### src/rtl/i2c_target_if.sv
// rtl/i2c_target_if.sv - pin and register-window signals of the I2C target
interface i2c_target_if #(
  parameter int REG_BITS = 4
);
  logic                scl_in;
  logic                sda_in;
  logic                sda_oe;
  logic                busy;
  logic [REG_BITS-1:0] reg_addr;
  logic [7:0]          reg_wdata;
  logic                reg_we;
  logic [7:0]          reg_rdata;
  logic                reg_re;

  modport slave (
    input  scl_in, sda_in, reg_rdata,
    output sda_oe, busy, reg_addr, reg_wdata, reg_we, reg_re
  );

  modport master (
    output scl_in, sda_in, reg_rdata,
    input  sda_oe, busy, reg_addr, reg_wdata, reg_we, reg_re
  );
endinterface

### src/rtl/i2c_target.sv
// rtl/i2c_target.sv - I2C target with an auto-incrementing byte register window
module i2c_target #(
  parameter logic [6:0] DEV_ADDR = 7'h48,
  parameter int         REG_BITS = 4
) (
  input  logic         clk,
  input  logic         reset,
  i2c_target_if.slave  bus
);

  typedef enum logic [3:0] {
    IDLE, ADDR, ADDR_ACK, WR_PTR, WR_DATA, WR_ACK, RD_DATA, RD_ACK, IGNORE
  } state_t;

  localparam logic [REG_BITS-1:0] PTR_ONE = 1;

  state_t              state;
  logic [3:0]          cnt;
  logic [7:0]          shift;
  logic                rw;
  logic [REG_BITS-1:0] ptr;
  logic                oe;
  logic                busy_q;
  logic                we;
  logic [7:0]          wdata;
  logic                re;

  logic scl_s1, scl_s2, scl_h;
  logic sda_s1, sda_s2, sda_h;

  // Two-stage synchroniser plus one history stage; idle bus reads as high.
  always_ff @(posedge clk or posedge reset) begin
    if (reset) begin
      scl_s1 <= 1'b1;
      scl_s2 <= 1'b1;
      scl_h  <= 1'b1;
      sda_s1 <= 1'b1;
      sda_s2 <= 1'b1;
      sda_h  <= 1'b1;
    end else begin
      scl_s1 <= bus.scl_in;
      scl_s2 <= scl_s1;
      scl_h  <= scl_s2;
      sda_s1 <= bus.sda_in;
      sda_s2 <= sda_s1;
      sda_h  <= sda_s2;
    end
  end

  // START/STOP require SCL steady high, so an SCL edge in the same clk wins.
  logic scl_rise, scl_fall, start_ev, stop_ev;
  assign scl_rise = scl_s2 & ~scl_h;
  assign scl_fall = ~scl_s2 & scl_h;
  assign start_ev = scl_s2 & scl_h & ~sda_s2 & sda_h;
  assign stop_ev  = scl_s2 & scl_h & sda_s2 & ~sda_h;

  // Protocol state machine with all bus and register outputs registered.
  always_ff @(posedge clk or posedge reset) begin
    if (reset) begin
      state  <= IDLE;
      cnt    <= 4'd0;
      shift  <= 8'd0;
      rw     <= 1'b0;
      ptr    <= '0;
      oe     <= 1'b0;
      busy_q <= 1'b0;
      we     <= 1'b0;
      wdata  <= 8'd0;
      re     <= 1'b0;
    end else begin
      we <= 1'b0;
      re <= 1'b0;
      // the write strobe shows the old pointer; it advances the clk after
      if (we) ptr <= ptr + PTR_ONE;

      if (start_ev) begin
        state <= ADDR;
        cnt   <= 4'd0;
        oe    <= 1'b0;
      end else if (stop_ev) begin
        state  <= IDLE;
        cnt    <= 4'd0;
        oe     <= 1'b0;
        busy_q <= 1'b0;
      end else begin
        case (state)
          ADDR: begin
            if (scl_rise) begin
              shift <= {shift[6:0], sda_s2};
              cnt   <= cnt + 4'd1;
            end else if (scl_fall && cnt == 4'd8) begin
              if (shift[7:1] == DEV_ADDR) begin
                oe     <= 1'b1;
                busy_q <= 1'b1;
                rw     <= shift[0];
                state  <= ADDR_ACK;
              end else begin
                busy_q <= 1'b0;
                state  <= IGNORE;
              end
            end
          end
          ADDR_ACK: begin
            if (scl_fall) begin
              if (rw) begin
                shift <= bus.reg_rdata;
                re    <= 1'b1;
                oe    <= ~bus.reg_rdata[7];
                cnt   <= 4'd1;
                state <= RD_DATA;
              end else begin
                oe    <= 1'b0;
                cnt   <= 4'd0;
                state <= WR_PTR;
              end
            end
          end
          WR_PTR, WR_DATA: begin
            if (scl_rise) begin
              shift <= {shift[6:0], sda_s2};
              cnt   <= cnt + 4'd1;
              if (state == WR_DATA && cnt == 4'd7) begin
                we    <= 1'b1;
                wdata <= {shift[6:0], sda_s2};
              end
            end else if (scl_fall && cnt == 4'd8) begin
              if (state == WR_PTR) ptr <= shift[REG_BITS-1:0];
              oe    <= 1'b1;
              state <= WR_ACK;
            end
          end
          WR_ACK: begin
            if (scl_fall) begin
              oe    <= 1'b0;
              cnt   <= 4'd0;
              state <= WR_DATA;
            end
          end
          RD_DATA: begin
            if (scl_fall) begin
              if (cnt == 4'd8) begin
                oe    <= 1'b0;
                ptr   <= ptr + PTR_ONE;
                state <= RD_ACK;
              end else begin
                oe    <= ~shift[6];
                shift <= {shift[6:0], 1'b0};
                cnt   <= cnt + 4'd1;
              end
            end
          end
          RD_ACK: begin
            // a fall here always follows an ACKed rise; NACK leaves on the rise
            if (scl_rise) begin
              if (sda_s2) state <= IGNORE;
            end else if (scl_fall) begin
              shift <= bus.reg_rdata;
              re    <= 1'b1;
              oe    <= ~bus.reg_rdata[7];
              cnt   <= 4'd1;
              state <= RD_DATA;
            end
          end
          default: begin
            oe <= 1'b0;
          end
        endcase
      end
    end
  end

  assign bus.sda_oe    = oe;
  assign bus.busy      = busy_q;
  assign bus.reg_addr  = ptr;
  assign bus.reg_wdata = wdata;
  assign bus.reg_we    = we;
  assign bus.reg_re    = re;

endmodule
### src/flat_wrapper.sv
// flat-port wrapper written by rule: the top's interface ports become plain ports
module i2c_target_flat 
#(
  parameter logic [6:0] DEV_ADDR = 7'h48,
  parameter int         REG_BITS = 4
)
  (clk, reset, bus_scl_in, bus_sda_in, bus_reg_rdata, bus_sda_oe, bus_busy, bus_reg_addr, bus_reg_wdata, bus_reg_we, bus_reg_re);
  i2c_target_if #(.REG_BITS(REG_BITS)) bus_i ();
  input  logic clk;
  input  logic reset;
  input wire logic [$bits(bus_i.scl_in)-1:0] bus_scl_in;
  input wire logic [$bits(bus_i.sda_in)-1:0] bus_sda_in;
  input wire logic [$bits(bus_i.reg_rdata)-1:0] bus_reg_rdata;
  output wire logic [$bits(bus_i.sda_oe)-1:0] bus_sda_oe;
  output wire logic [$bits(bus_i.busy)-1:0] bus_busy;
  output wire logic [$bits(bus_i.reg_addr)-1:0] bus_reg_addr;
  output wire logic [$bits(bus_i.reg_wdata)-1:0] bus_reg_wdata;
  output wire logic [$bits(bus_i.reg_we)-1:0] bus_reg_we;
  output wire logic [$bits(bus_i.reg_re)-1:0] bus_reg_re;
  assign bus_i.scl_in = bus_scl_in;
  assign bus_i.sda_in = bus_sda_in;
  assign bus_i.reg_rdata = bus_reg_rdata;
  assign bus_sda_oe = bus_i.sda_oe;
  assign bus_busy = bus_i.busy;
  assign bus_reg_addr = bus_i.reg_addr;
  assign bus_reg_wdata = bus_i.reg_wdata;
  assign bus_reg_we = bus_i.reg_we;
  assign bus_reg_re = bus_i.reg_re;
  i2c_target #(.DEV_ADDR(DEV_ADDR), .REG_BITS(REG_BITS)) u_core (.clk(clk), .reset(reset), .bus(bus_i));
endmodule
### config.mk
export PLATFORM = sky130hd
export DESIGN_NAME = i2c_target_flat
export DESIGN_NICKNAME = d
export VERILOG_FILES = /design/src/rtl/i2c_target_if.sv /design/src/rtl/i2c_target.sv /design/src/flat_wrapper.sv
export SDC_FILE = /design/constraint.sdc
export NUM_CORES = 1
export LEC_CHECK = 0
export CAP_MARGIN = 20
export CORE_MARGIN = 10
export CORE_UTILIZATION = 55
export CTS_BUF_LIST = sky130_fd_sc_hd__clkbuf_8 sky130_fd_sc_hd__clkbuf_16
export DETAILED_ROUTE_END_ITERATION = 10
export PLACE_DENSITY = 0.79
export SLEW_MARGIN = 40
export SYNTH_ARGS = -nofsm -noshare
export SYNTH_HDL_FRONTEND = slang
export SYNTH_SLANG_ARGS = --single-unit
### constraint.sdc
create_clock -name clk -period 5.9 [get_ports clk]
set_input_delay 1.18 -clock clk [delete_from_list [all_inputs] [get_ports clk]]
set_output_delay 1.18 -clock clk [all_outputs]
set_load 0.01 [all_outputs]
==> results of run 1 <==
==> per-stage QoR <==
stage	cells	setup slack [ns]	power [mW]	hold WS [ns]	area, um2
final	310	3.392	0.6383	0.3590	2673
after global routing	310	3.215	0.6598	0.3633	2673
after CTS	310	3.373	0.6401	0.3602	2673
after detailed placement	302	3.323	0.3755	0.3481	2536
after global placement	302	3.385	0.3724	0.3460	2522
after floorplan	238	3.841	0.3522	0.3452	2255
==> path summary, 6_finish.rpt <==
path	from	end	slack (ns)	cells after the start
min in group asynchronous	reset	u_core.bus.sda_oe$_DFFE_PP0P_	1.30	3
hold reg to reg	u_core.sda_s1$_DFF_PP1_	u_core.sda_s2$_DFF_PP1_	0.36	0
max in group asynchronous	reset	u_core.sda_s2$_DFF_PP1_	4.25	3
setup / recovery	u_core.bus.reg_addr[0]$_DFF_PP0_	bus_reg_addr[0]	3.39	1
setup reg to reg	u_core.state[2]$_DFFE_PP0P_	u_core.cnt[3]$_DFFE_PP0P_	3.45	5
hold / removal	u_core.sda_s1$_DFF_PP1_	u_core.sda_s2$_DFF_PP1_	0.36	0
==> cells in the final DEF, fill, tap and decap left out, types with 4 or more instances in the layout <==
cell             instances
clkbuf_8                 5
mux2i_1                 10
nand3_1                  8
a22oi_1                  5
nor3_1                   6
inv_1                    7
dfrtp_1                 33
o21ai_0                 10
dfstp_2                  6
clkdlybuf4s50_1         27
o22ai_1                  5
xnor2_1                  4
nor2_1                  13
nand2_1                 32
a2bb2oi_1                4
a21oi_1                 16
a31oi_1                  8
nor2b_1                  4
==> metal layers <==
layer / track usage / vias to the layer above
li1: - / 911
met1: 0.1922 / 904
met2: 0.2476 / 76
met3: 0.04492 / 7
met4: 0.06393 / 0
met5: 0 / -
==> registers in the layout (all words and copies together), names as in the netlist, 4 cells and up <==
register	flops
u_core.bus.reg_wdata	8
u_core.shift	8
u_core.state	4
u_core.bus.reg_addr	4
u_core.cnt	4
==> power by group <==
group          internal (mW)  leakage [nW]  switching (mW)  total [mW]
Clock                  0.169        0.0644          0.0975       0.266
Combinational         0.0288         0.513          0.0349      0.0638
Sequential             0.281         0.481          0.0272       0.308
Total                  0.479          1.06           0.160       0.638
==> final cells by class <==
class,instances,area share
clock inverter,3,0.02528
sequential,39,0.3680
inverter,7,0.009831
multi-input combinational,178,0.4438
timing repair buffer,28,0.1039
tap,50,0.02341
clock buffer,5,0.02575
==> cell families after synthesis <==
| kind of cell | share of synthesized area |
|---|---|
| AO/OA/AOI/OAI | 0.2042 |
| AND/OR/NAND/NOR | 0.2076 |
| adder cells (fa/ha/maj) | 0.01665 |
| multiplexers | 0.06437 |
| buffers and inverters | 0.04384 |
| XOR/XNOR | 0.02719 |
| flip-flops | 0.4362 |
==> results.yml, run 1 <==
run_status:
  status: "finished clean"
die:
  die_y_um: 84.03
  ios: 28
  fp.coreArea_um2: 3971
  dieArea_um2: 7060
  die_w_um: 84.03
  initial_core_util: 0.5677
  rows: 23
critical_path:
  critPathMaxFanout: 6
  crit_path_end_kind: "output port"
  worst_setup_path_start_kind: "register"
  path_buf_inv: 1
  cp_cell_sequence: "clkdlybuf4s50_1"
  cp_slowest_cell: "clkdlybuf4s50_1"
  critical_path_class: "reg -> out"
  cpPeakStageDelay_ns: 0.58
  arrival_ns: 1.33
  cp_data_required_time_ns: 4.72
  crit_family: "buffers and inverters"
sta:
  drv_slew: 0
  tightest_slew_ns: 0.7334
  min_period_ns: 2.508
  final-hold-violation-count: 0
  relSlewSlack: 0.5095
  finClkSkew_ns: 0.008013
  fin_setup_tns_ns: 0
  setup_violations: 0
  rsz0062_at_grt: "no"
  timing.final.crit_share: 0.4251
  max_freq_ghz: 0.3987
pwr:
  pwr_density_cell_nw_per_um2: 238.8
  ir_worst_vdd_mv: 0.1312
  p_leak_nw: 1.058
job:
  drv_cap: 0
synth:
  ys_ff_latch: 39
  ys_types: 57
  synth_top_flop_cell: "dfrtp_1"
  synth_top_area_frac: 0.3663
  syn_area_per_cell_um2: 9.473
  synth_edf_count: 0
  ys_seq_area_frac: 0.4362
  netlist_top_cells_area: "dfrtp_1, dfstp_2, nand2_1"
  async_reset_ff_frac: 1.000
  syn_inst: 238
  syn_nets: 253
  synth_commonest_cells: "dfrtp_1, nand2_1, a21oi_1"
  yosys.area.top_type: "dfrtp_1"
  syn_area_um2: 2255
  yosysMostFrequentCell: "dfrtp_1"
  ys_warn_count: 0
routing:
  first_iter_violations: 184
  vias_per_cell: 6.123
  wl_um: 5411
  wl_met2_um: 2557
  antenna_left: 0
  wl_met3_um: 428
  wirelength_met1_um: 2351
  route.detailed.wl_per_inst_um: 17.45
  vias: 1898
  top_layer: "met4"
  drc: 0
  firstDrtPassIters: 4
layout:
  nets: 274
  num-fill-cells: 336
  area_growth_pct: 18.53
  register_area_um2: 983.4
  num_antenna_cells: 0
  drive_above_1_share: 0.1154
  finalCoreUtilization: 0.6730
  multi_input_area_um2: 1186
clock_tree:
  clock_latency_ns: 0.30
  postCtsResizedCells: 0
  cts_root_buffer: "clkbuf_8"
  cts_buffer_depth: 2
  cts_max_level: 2
  cts_sinks: 39
  cts_hold_buf: 0
  clk_pin_slew_ns: 0.08
  post_cts_buffers: 0
  cts_tree: "yes"
  cts-buffers-inserted: 5
grt:
  antenna_found_initial: 0
  gr-total-overflow: 0
  grt_pass1_vias: 1940
  grt_max_degree: 40
  grt_usage: 0.1561
  grt_first_pass_wirelength_um: 9294
place:
  dp_hpwl_um: 3762
  gp_congestion: 0.8702
  port_buffers: 27
worst_hold_path:
  worst_hold_path_type: "reg -> reg"
Note: power is estimated with default switching activity, not from simulation.
==> run 2: changes to the inputs <==
--- a/config.mk
+++ b/config.mk
@@ -7,10 +7,10 @@
 export LEC_CHECK = 0
 export CAP_MARGIN = 20
 export CORE_MARGIN = 10
-export CORE_UTILIZATION = 55
+export CORE_UTILIZATION = 50
 export CTS_BUF_LIST = sky130_fd_sc_hd__clkbuf_8 sky130_fd_sc_hd__clkbuf_16
 export DETAILED_ROUTE_END_ITERATION = 10
-export PLACE_DENSITY = 0.79
+export PLACE_DENSITY = 0.76
 export SLEW_MARGIN = 40
 export SYNTH_ARGS = -nofsm -noshare
 export SYNTH_HDL_FRONTEND = slang
==> constraint.sdc (replaced) <==
create_clock -name clk -period 2.2 [get_ports clk]
set_input_delay 0.44 -clock clk [delete_from_list [all_inputs] [get_ports clk]]
set_output_delay 0.44 -clock clk [all_outputs]
set_load 0.01 [all_outputs]
==> run 2 against run 1 <==
Sequential share of layout area fell by 2.0 points. Worst hold slack hardly changed. Die area grew 7.6%. Via count rose by 4.3%. Highest routed layer unchanged. Clock skew shrank 0.0034 ns. Design area rose by 5.9%. Non-clock buffer count increased by 22.
==> results.yml, run 2 (synthesized netlist as in run 1, its figures left out) <==
routing:
  vias_per_cell: 5.925
  wirelength_met1_um: 2516
  first_iter_violations: 160
  vias: 1979
  drc: 0
  wl_met3_um: 369
  wl_met2_um: 2607
  top_layer: "met4"
  firstDrtPassIters: 4
  wl_um: 5545
  antenna_left: 0
  route.detailed.wl_per_inst_um: 16.60
layout:
  multi_input_area_um2: 1176
  num-fill-cells: 347
  layout.cells.non_filler: 334
  num_antenna_cells: 0
  final_common_cell: "dfrtp_1"
  design_area_um2: 2830
  final_cell_mix: "dfrtp_1, nand2_1, clkdlybuf4s50_1"
  drive_above_1_share: 0.1844
  area_growth_pct: 25.53
  register_area_um2: 983.4
  nets: 296
  finalCoreUtilization: 0.6500
clock_tree:
  clock_latency_ns: 0.29
  cts_sinks: 39
  postCtsResizedCells: 0
  post_cts_buffers: 0
  cts_root_buffer: "clkbuf_8"
  cts-buffers-inserted: 5
  clk_pin_slew_ns: 0.08
  cts_buffer_depth: 2
  cts_tree: "yes"
  cts_max_level: 2
  cts_hold_buf: 0
critical_path:
  cp_data_required_time_ns: 2.37
  critical_path_class: "reg -> reg"
  critPathMaxFanout: 7
  arrival_ns: 2.25
  crit_path_end_kind: "register"
  worst_setup_path_start_kind: "register"
place:
  placed_cell_area_um2: 2693
  port_buffers: 27
  place_ws_ns: 0.1493
  dp_hpwl_um: 4055
  dp_cells: 326
  gp_congestion: 0.9350
grt:
  grt_max_degree: 40
  grt_first_pass_wirelength_um: 9549
  antenna_found_initial: 0
  grt_usage: 0.1510
  grt_pass1_vias: 1972
  gr-total-overflow: 0
sta:
  fin_setup_tns_ns: 0
  max_freq_ghz: 0.4817
  finClkSkew_ns: 0.004622
  tightest_slew_ns: 0.6560
  whs_ns: 0.3586
  min_period_ns: 2.076
  relSlewSlack: 0.5622
  rsz0062_at_grt: "no"
  setup_violations: 0
  timing.final.crit_share: 0.9435
  drv_slew: 0
  final-hold-violation-count: 0
  fin_ws_ns: 0.1242
die:
  rows: 24
  initial_core_util: 0.5178
  die_w_um: 87.15
  dieArea_um2: 7595
  ios: 28
  die_y_um: 87.15
  fp.coreArea_um2: 4354
pwr:
  power_mw: 1.742
  p_leak_nw: 1.175
  pwr_density_cell_nw_per_um2: 615.7
  ir_worst_vdd_mv: 0.3562
job:
  drv_cap: 0
run_status:
  status: "finished clean"
worst_hold_path:
  worst_hold_path_type: "reg -> reg"
-- run 2: cell type report --
cell class,count,area share
multi-input cells,178,0.4156
clock inverters,3,0.02387
inverters,7,0.009284
well taps,52,0.02299
clock buffers,5,0.02431
repair buffers,50,0.1565
flip-flops and latches,39,0.3475
-- run 2: path summary, 6_finish.rpt --
check	start	to	slack [ns]	cells after the start
worst max-delay path	u_core.scl_h$_DFF_PP1_	u_core.state[3]$_DFFE_PP0P_	0.12	5
worst min-delay path	u_core.sda_s1$_DFF_PP1_	u_core.sda_s2$_DFF_PP1_	0.36	0
worst max register to register	u_core.scl_h$_DFF_PP1_	u_core.state[3]$_DFFE_PP0P_	0.12	5
worst min register to register	u_core.sda_s1$_DFF_PP1_	u_core.sda_s2$_DFF_PP1_	0.36	0
max in group asynchronous	reset	u_core.sda_h$_DFF_PP1_	1.28	3
min in group asynchronous	reset	u_core.cnt[3]$_DFFE_PP0P_	0.55	3
-- run 2: critical path, cell delays in order (launching register included) --
cell	delay, ns
dfstp_2	0.59
and4b_2	0.27
or4_1	0.46
a21oi_1	0.21
nor3_2	0.11
mux2_1	0.32
-- run 2: routing by layer --
layer / GRT usage / vias to the layer above
met1: 0.2008 / 961
met3: 0.04494 / 8
met5: 0 / -
met2: 0.2318 / 57
li1: - / 953
met4: 0.04203 / 0
-- run 2: report_power, final --
| part | switching, mW | total, mW | internal [mW] | leakage, nW |
|---|---|---|---|---|
| clock network | 0.261 | 0.714 | 0.452 | 0.0644 |
| registers | 0.0468 | 0.801 | 0.754 | 0.481 |
| logic | 0.126 | 0.228 | 0.101 | 0.630 |
| total | 0.434 | 1.74 | 1.31 | 1.17 |
==> run 3: changes to the inputs <==
--- a/config.mk
+++ b/config.mk
@@ -5,7 +5,6 @@
 export SDC_FILE = /design/constraint.sdc
 export NUM_CORES = 1
 export LEC_CHECK = 0
-export CAP_MARGIN = 20
 export CORE_MARGIN = 10
 export CORE_UTILIZATION = 50
 export CTS_BUF_LIST = sky130_fd_sc_hd__clkbuf_8 sky130_fd_sc_hd__clkbuf_16
==> results of run 3 <==
No change in the layout: final DEF, timing and power equal those of run 2.
